[src/rtl/byte_unstriping_pkg.sv]
// Shared PHY definitions for the lane striping / unstriping pair.
// Both sides use the same phase meaning, so they agree on lane order.
package byte_unstriping_pkg;

  localparam int unsigned BYTE_WIDTH = 8;

  typedef enum logic {
    ST_IDLE   = 1'b0,
    ST_ACTIVE = 1'b1
  } state_t;

  // Phase 0 is the edge where a lane pair is captured and lane 1 is emitted.
  // Phase 1 is the edge where lane 0 is emitted.
  typedef enum logic {
    PH_CAPTURE    = 1'b0,
    PH_EMIT_LANE0 = 1'b1
  } phase_t;

endpackage

[src/rtl/byte_unstriping.sv]
// Receive-side lane merger: interleaves two clk_f lanes into one clk_2f
// byte stream (lane 0 first), tracks link activity and flags pairs where
// lane 1 is valid without lane 0.
module byte_unstriping
  import byte_unstriping_pkg::*;
#(
  parameter int unsigned DATA_WIDTH = BYTE_WIDTH
) (
  input  logic                  clk_2f,
  input  logic                  reset_L,
  input  logic [DATA_WIDTH-1:0] data_lane_0,
  input  logic                  valid_lane_0,
  input  logic [DATA_WIDTH-1:0] data_lane_1,
  input  logic                  valid_lane_1,
  output logic [DATA_WIDTH-1:0] data_unstripped,
  output logic                  valid_unstripped,
  output logic                  active,
  output logic                  err_order
);

  state_t                state;
  state_t                state_next;
  phase_t                phase;
  logic [DATA_WIDTH-1:0] hold_0;
  logic [DATA_WIDTH-1:0] hold_1;
  logic                  hold_v0;
  logic                  hold_v1;
  logic                  capture;
  logic                  order_violation;

  assign capture         = (phase == PH_CAPTURE);
  assign order_violation = valid_lane_1 & ~valid_lane_0;
  assign active          = (state == ST_ACTIVE);

  // Link state register.
  always_ff @(posedge clk_2f or negedge reset_L) begin
    if (!reset_L) begin
      state <= ST_IDLE;
    end else begin
      state <= state_next;
    end
  end

  // Link state only moves on capture edges; an order violation is neither
  // a start nor an all-invalid pair, so it leaves the state alone.
  always_comb begin
    state_next = state;
    if (capture) begin
      unique case (state)
        ST_IDLE:   if (valid_lane_0) state_next = ST_ACTIVE;
        ST_ACTIVE: if (!valid_lane_0 && !valid_lane_1) state_next = ST_IDLE;
        default:   state_next = ST_IDLE;
      endcase
    end
  end

  // Phase toggle, pair capture, slot emission and sticky order error.
  always_ff @(posedge clk_2f or negedge reset_L) begin
    if (!reset_L) begin
      phase            <= PH_CAPTURE;
      hold_0           <= '0;
      hold_1           <= '0;
      hold_v0          <= 1'b0;
      hold_v1          <= 1'b0;
      data_unstripped  <= '0;
      valid_unstripped <= 1'b0;
      err_order        <= 1'b0;
    end else begin
      phase <= capture ? PH_EMIT_LANE0 : PH_CAPTURE;
      if (capture) begin
        // Lane 1 of the previous pair leaves on the same edge the next
        // pair is taken in, which keeps the output free of bubbles.
        data_unstripped  <= hold_v1 ? hold_1 : '0;
        valid_unstripped <= hold_v1;
        hold_0           <= data_lane_0;
        hold_v0          <= valid_lane_0;
        hold_1           <= data_lane_1;
        hold_v1          <= valid_lane_1 & valid_lane_0;
        if (order_violation) begin
          err_order <= 1'b1;
        end
      end else begin
        data_unstripped  <= hold_v0 ? hold_0 : '0;
        valid_unstripped <= hold_v0;
      end
    end
  end

endmodule

[config.mk]
export PLATFORM = sky130hd
export DESIGN_NAME = byte_unstriping
export DESIGN_NICKNAME = d
export VERILOG_FILES = /design/src/rtl/byte_unstriping_pkg.sv /design/src/rtl/byte_unstriping.sv
export SDC_FILE = /design/constraint.sdc
export NUM_CORES = 1
export LEC_CHECK = 0
export ABC_AREA = 1
export CAP_MARGIN = 20
export CORE_ASPECT_RATIO = 0.7
export CORE_MARGIN = 3
export CORE_UTILIZATION = 47
export CTS_CLUSTER_SIZE = 20
export DETAILED_ROUTE_END_ITERATION = 7
export GPL_TIMING_DRIVEN = 1
export PLACE_DENSITY = 0.77
export SETUP_SLACK_MARGIN = 0.02
export SLEW_MARGIN = 25
export SYNTH_ARGS = -nofsm -noshare
export SYNTH_HDL_FRONTEND = slang
export SYNTH_SLANG_ARGS = --single-unit
export TNS_END_PERCENT = 5
[constraint.sdc]
create_clock -name clk_2f -period 0.9 [get_ports clk_2f]
set_input_delay 0.18 -clock clk_2f [delete_from_list [all_inputs] [get_ports clk_2f]]
set_output_delay 0.18 -clock clk_2f [all_outputs]
set_load 0.02 [all_outputs]
==> flow_metrics.tcl <==
set metrics [dict create \
    instances_no_fill 191 \
    pwr-share-seq_pct 54.5 \
    synth_area_leaders "dfrtp_1 64%, nand2_1 21%, nand3_1 5.9%" \
    status "complete, but fails checks" \
    cts_tree "built" \
    clock_sinks 30 \
    slew_violations 0 \
    hold_ws_ns 0.212 \
    clkTransAtPathRegs_ns 0.09 \
    coreArea_mm2 0.00226 \
    slowest_stage "dfrtp_1" \
    drc_errors 0 \
    p_int_mw 2.07 \
    drive_gt1_share_pct 18.2 \
    ys_ff_latch 30 \
    grt_pass1_wl_um 3580 \
    io_buffers 30 \
    critical_path_class "reg -> out" \
    startpoint_type "register" \
    highest-signal-layer "met4" \
    ys_seq_area_share_pct 63.6 \
    power_mw 2.66 \
    netlist_area_mm2 0.00118 \
    worst_slew_pin_slew_ns 0.368 \
    routed_wl_um 2180 \
    path_buf_inv 1 \
    postRouteAntennaNets 0 \
    gp_congestion 0.785 \
    path_cells "buf_6" \
    clockPowerShare_pct 37.0 \
    ys_types 12 \
    worstPathRequired_ns 0.72 \
    p_leak_nw 0.813 \
    cts_root_buffer "clkbuf_4" \
    die_x_um 65.9 \
    preCtsSetupSlack_ns -0.209 \
    wl_met1_um 1060 \
    switchingPower_mw 0.591 \
    num_antenna_cells 0 \
    dr.pass1.iters 5 \
    die_y_um 47.9 \
    layout.cells.most_common_list "65 x nand2_1, 29 x dfrtp_1, 19 x clkdlybuf4s50_1" \
    critPathTopFamily "flip-flops" \
    htreeDepth 2 \
    yosysWarnings 0 \
    grt_overflow 0 \
    fin_ws_ns -0.142 \
    setup-violations-final 19 \
    pin_count 31 \
    slew_headroom_pct 75.5 \
    drv_cap 0 \
    design_area_mm2 0.00155 \
    combPwrFrac_pct 8.6 \
    yosysTopAreaCellShare_pct 63.6 \
    tns_ns -1.63 \
    start_util_pct 52.2 \
    cts_hold_buf 0 \
    grt_pass1_vias 764 \
    insertion_delay_ns 0.33 \
    yosysTopAreaCell "dfrtp_1" \
    hpwl_um 1520 \
    irDropWorstVdd_uv 1300 \
    nNetsFinal 178 \
    synthCells 124 \
    skew_ns 0.00367 \
    cts_buffers 5 \
    slowest_delay_ns 0.40 \
    avgSynthCellArea_um2 9.52 \
    grt_start_max_net_pins 31 \
    antenna_found_initial 0 \
    avgRoutedWirePerCell_um 11.4 \
    num_vias 882 \
    fillers 177 \
    clock.fmax_mhz 960 \
    numPlacedInstances 183 \
    clk_path_buf_depth 2 \
    fin_util_pct 68.6 \
    violations "setup timing" \
    drtIter0Drc 51 \
    cellPowerDensity_mw_per_mm2 1710 \
    die-area_mm2 0.00316 \
    syn2layout_area_growth_pct 31.4 \
    reg2reg_slack_ns -0.05 \
    place_area_mm2 0.00151 \
    final_common_cell "nand2_1" \
    min_period_over_period_pct 116 \
    route.met2.wl_um 905 \
    cp-end-kind "output port" \
    period_needed_ns 1.04 \
    hold_viol 0 \
    rows 14 \
    dr_wl_met3_um 173 \
    cp_data_arrival_time_ns 0.86 \
    p_sw_share_pct 22.2 \
    postSynthNetCount 144 \
    viasPerCell 4.62 \
    cts_setup_buffers 0 \
    hold_path_class "in -> async" \
    grt_use_total_pct 16.4 \
    critPathMaxFanout 2 \
    rsz0062_at_grt "yes" \
]
-- layer usage --
layer	up-vias	global-route usage [%]
met3	4	5.87
met4	0	11.2
met2	31	22.3
li1	454	-
met5	-	0
met1	393	22.1
-- registers in the layout, indices dropped and copies added, names as in the netlist --
register,flops
err_order,1
active,1
valid_unstripped,1
hold_v0,1
hold_1,8
hold_v1,1
hold_0,8
phase,1
data_unstripped,8
-- worst reg2reg max path, delay by kind of cell, from the launching register on --
family        cells  cell delay, ns
simple gates      2            0.19
buf+inv           2            0.24
flops             1            0.46
-- power groups by stage --
stage / clock network, mW / registers, mW / logic, mW
3_5_place_dp: 0 / 1.48 / 0.247
6_report: 0.983 / 1.45 / 0.228
5_1_grt: 1.07 / 1.46 / 0.254
3_3_place_gp: 0 / 1.47 / 0.242
4_1_cts: 1.01 / 1.45 / 0.234
2_1_floorplan: 0 / 1.48 / 0.0680
-- logic make-up (layout without fill, tap and decap cells) --
group                  count (synthesis)  count (layout)  synth area share, %
AND/OR/NAND/NOR                       84              84                 29.8
buffers and inverters                  9              44                 6.15
AO/OA/AOI/OAI                          1               1                0.424
flip-flops                            30              30                 63.6
-- final cells by class --
cell class                      count  area [um2]  area share, %
Sequential cell                    30         752           48.5
Multi-Input combinational cell     85         359           23.2
Timing Repair Buffer               34         313           20.2
Clock buffer                        8        78.8           5.08
Tap cell                           32        40.0           2.58
Inverter                            2        7.51          0.484
-- path summary, 6_finish.rpt --
kind / startpoint / end / cells past startpoint
worst max register to register: phase$_DFF_PN0_ / data_unstripped[1]$_DFF_PN0_ / 4
worst min-delay path: reset_L / hold_0[1]$_DFFE_PN0N_ / 2
max in group asynchronous: reset_L / phase$_DFF_PN0_ / 2
worst max-delay path: err_order$_DFFE_PN0P_ / err_order / 1
worst min register to register: hold_1[5]$_DFFE_PN0N_ / hold_1[5]$_DFFE_PN0N_ / 2
min in group clk_2f: data_lane_1[4] / hold_1[4]$_DFFE_PN0N_ / 3
-- cell usage after synthesis --
cell     number
buf_2         1
buf_4         3
buf_6         2
buf_8         1
dfrtp_1      30
inv_1         1
inv_2         1
nand2_1      66
nand3_1      14
nand3_2       3
nor2_1        1
o21ai_0       1
-- timing repair --
action                     in CTS  in global routing
hold endpoints to repair        0                  0
gates resized for setup        50                  0
setup endpoints to repair      39                 39
(Power assumes the default switching activity.)
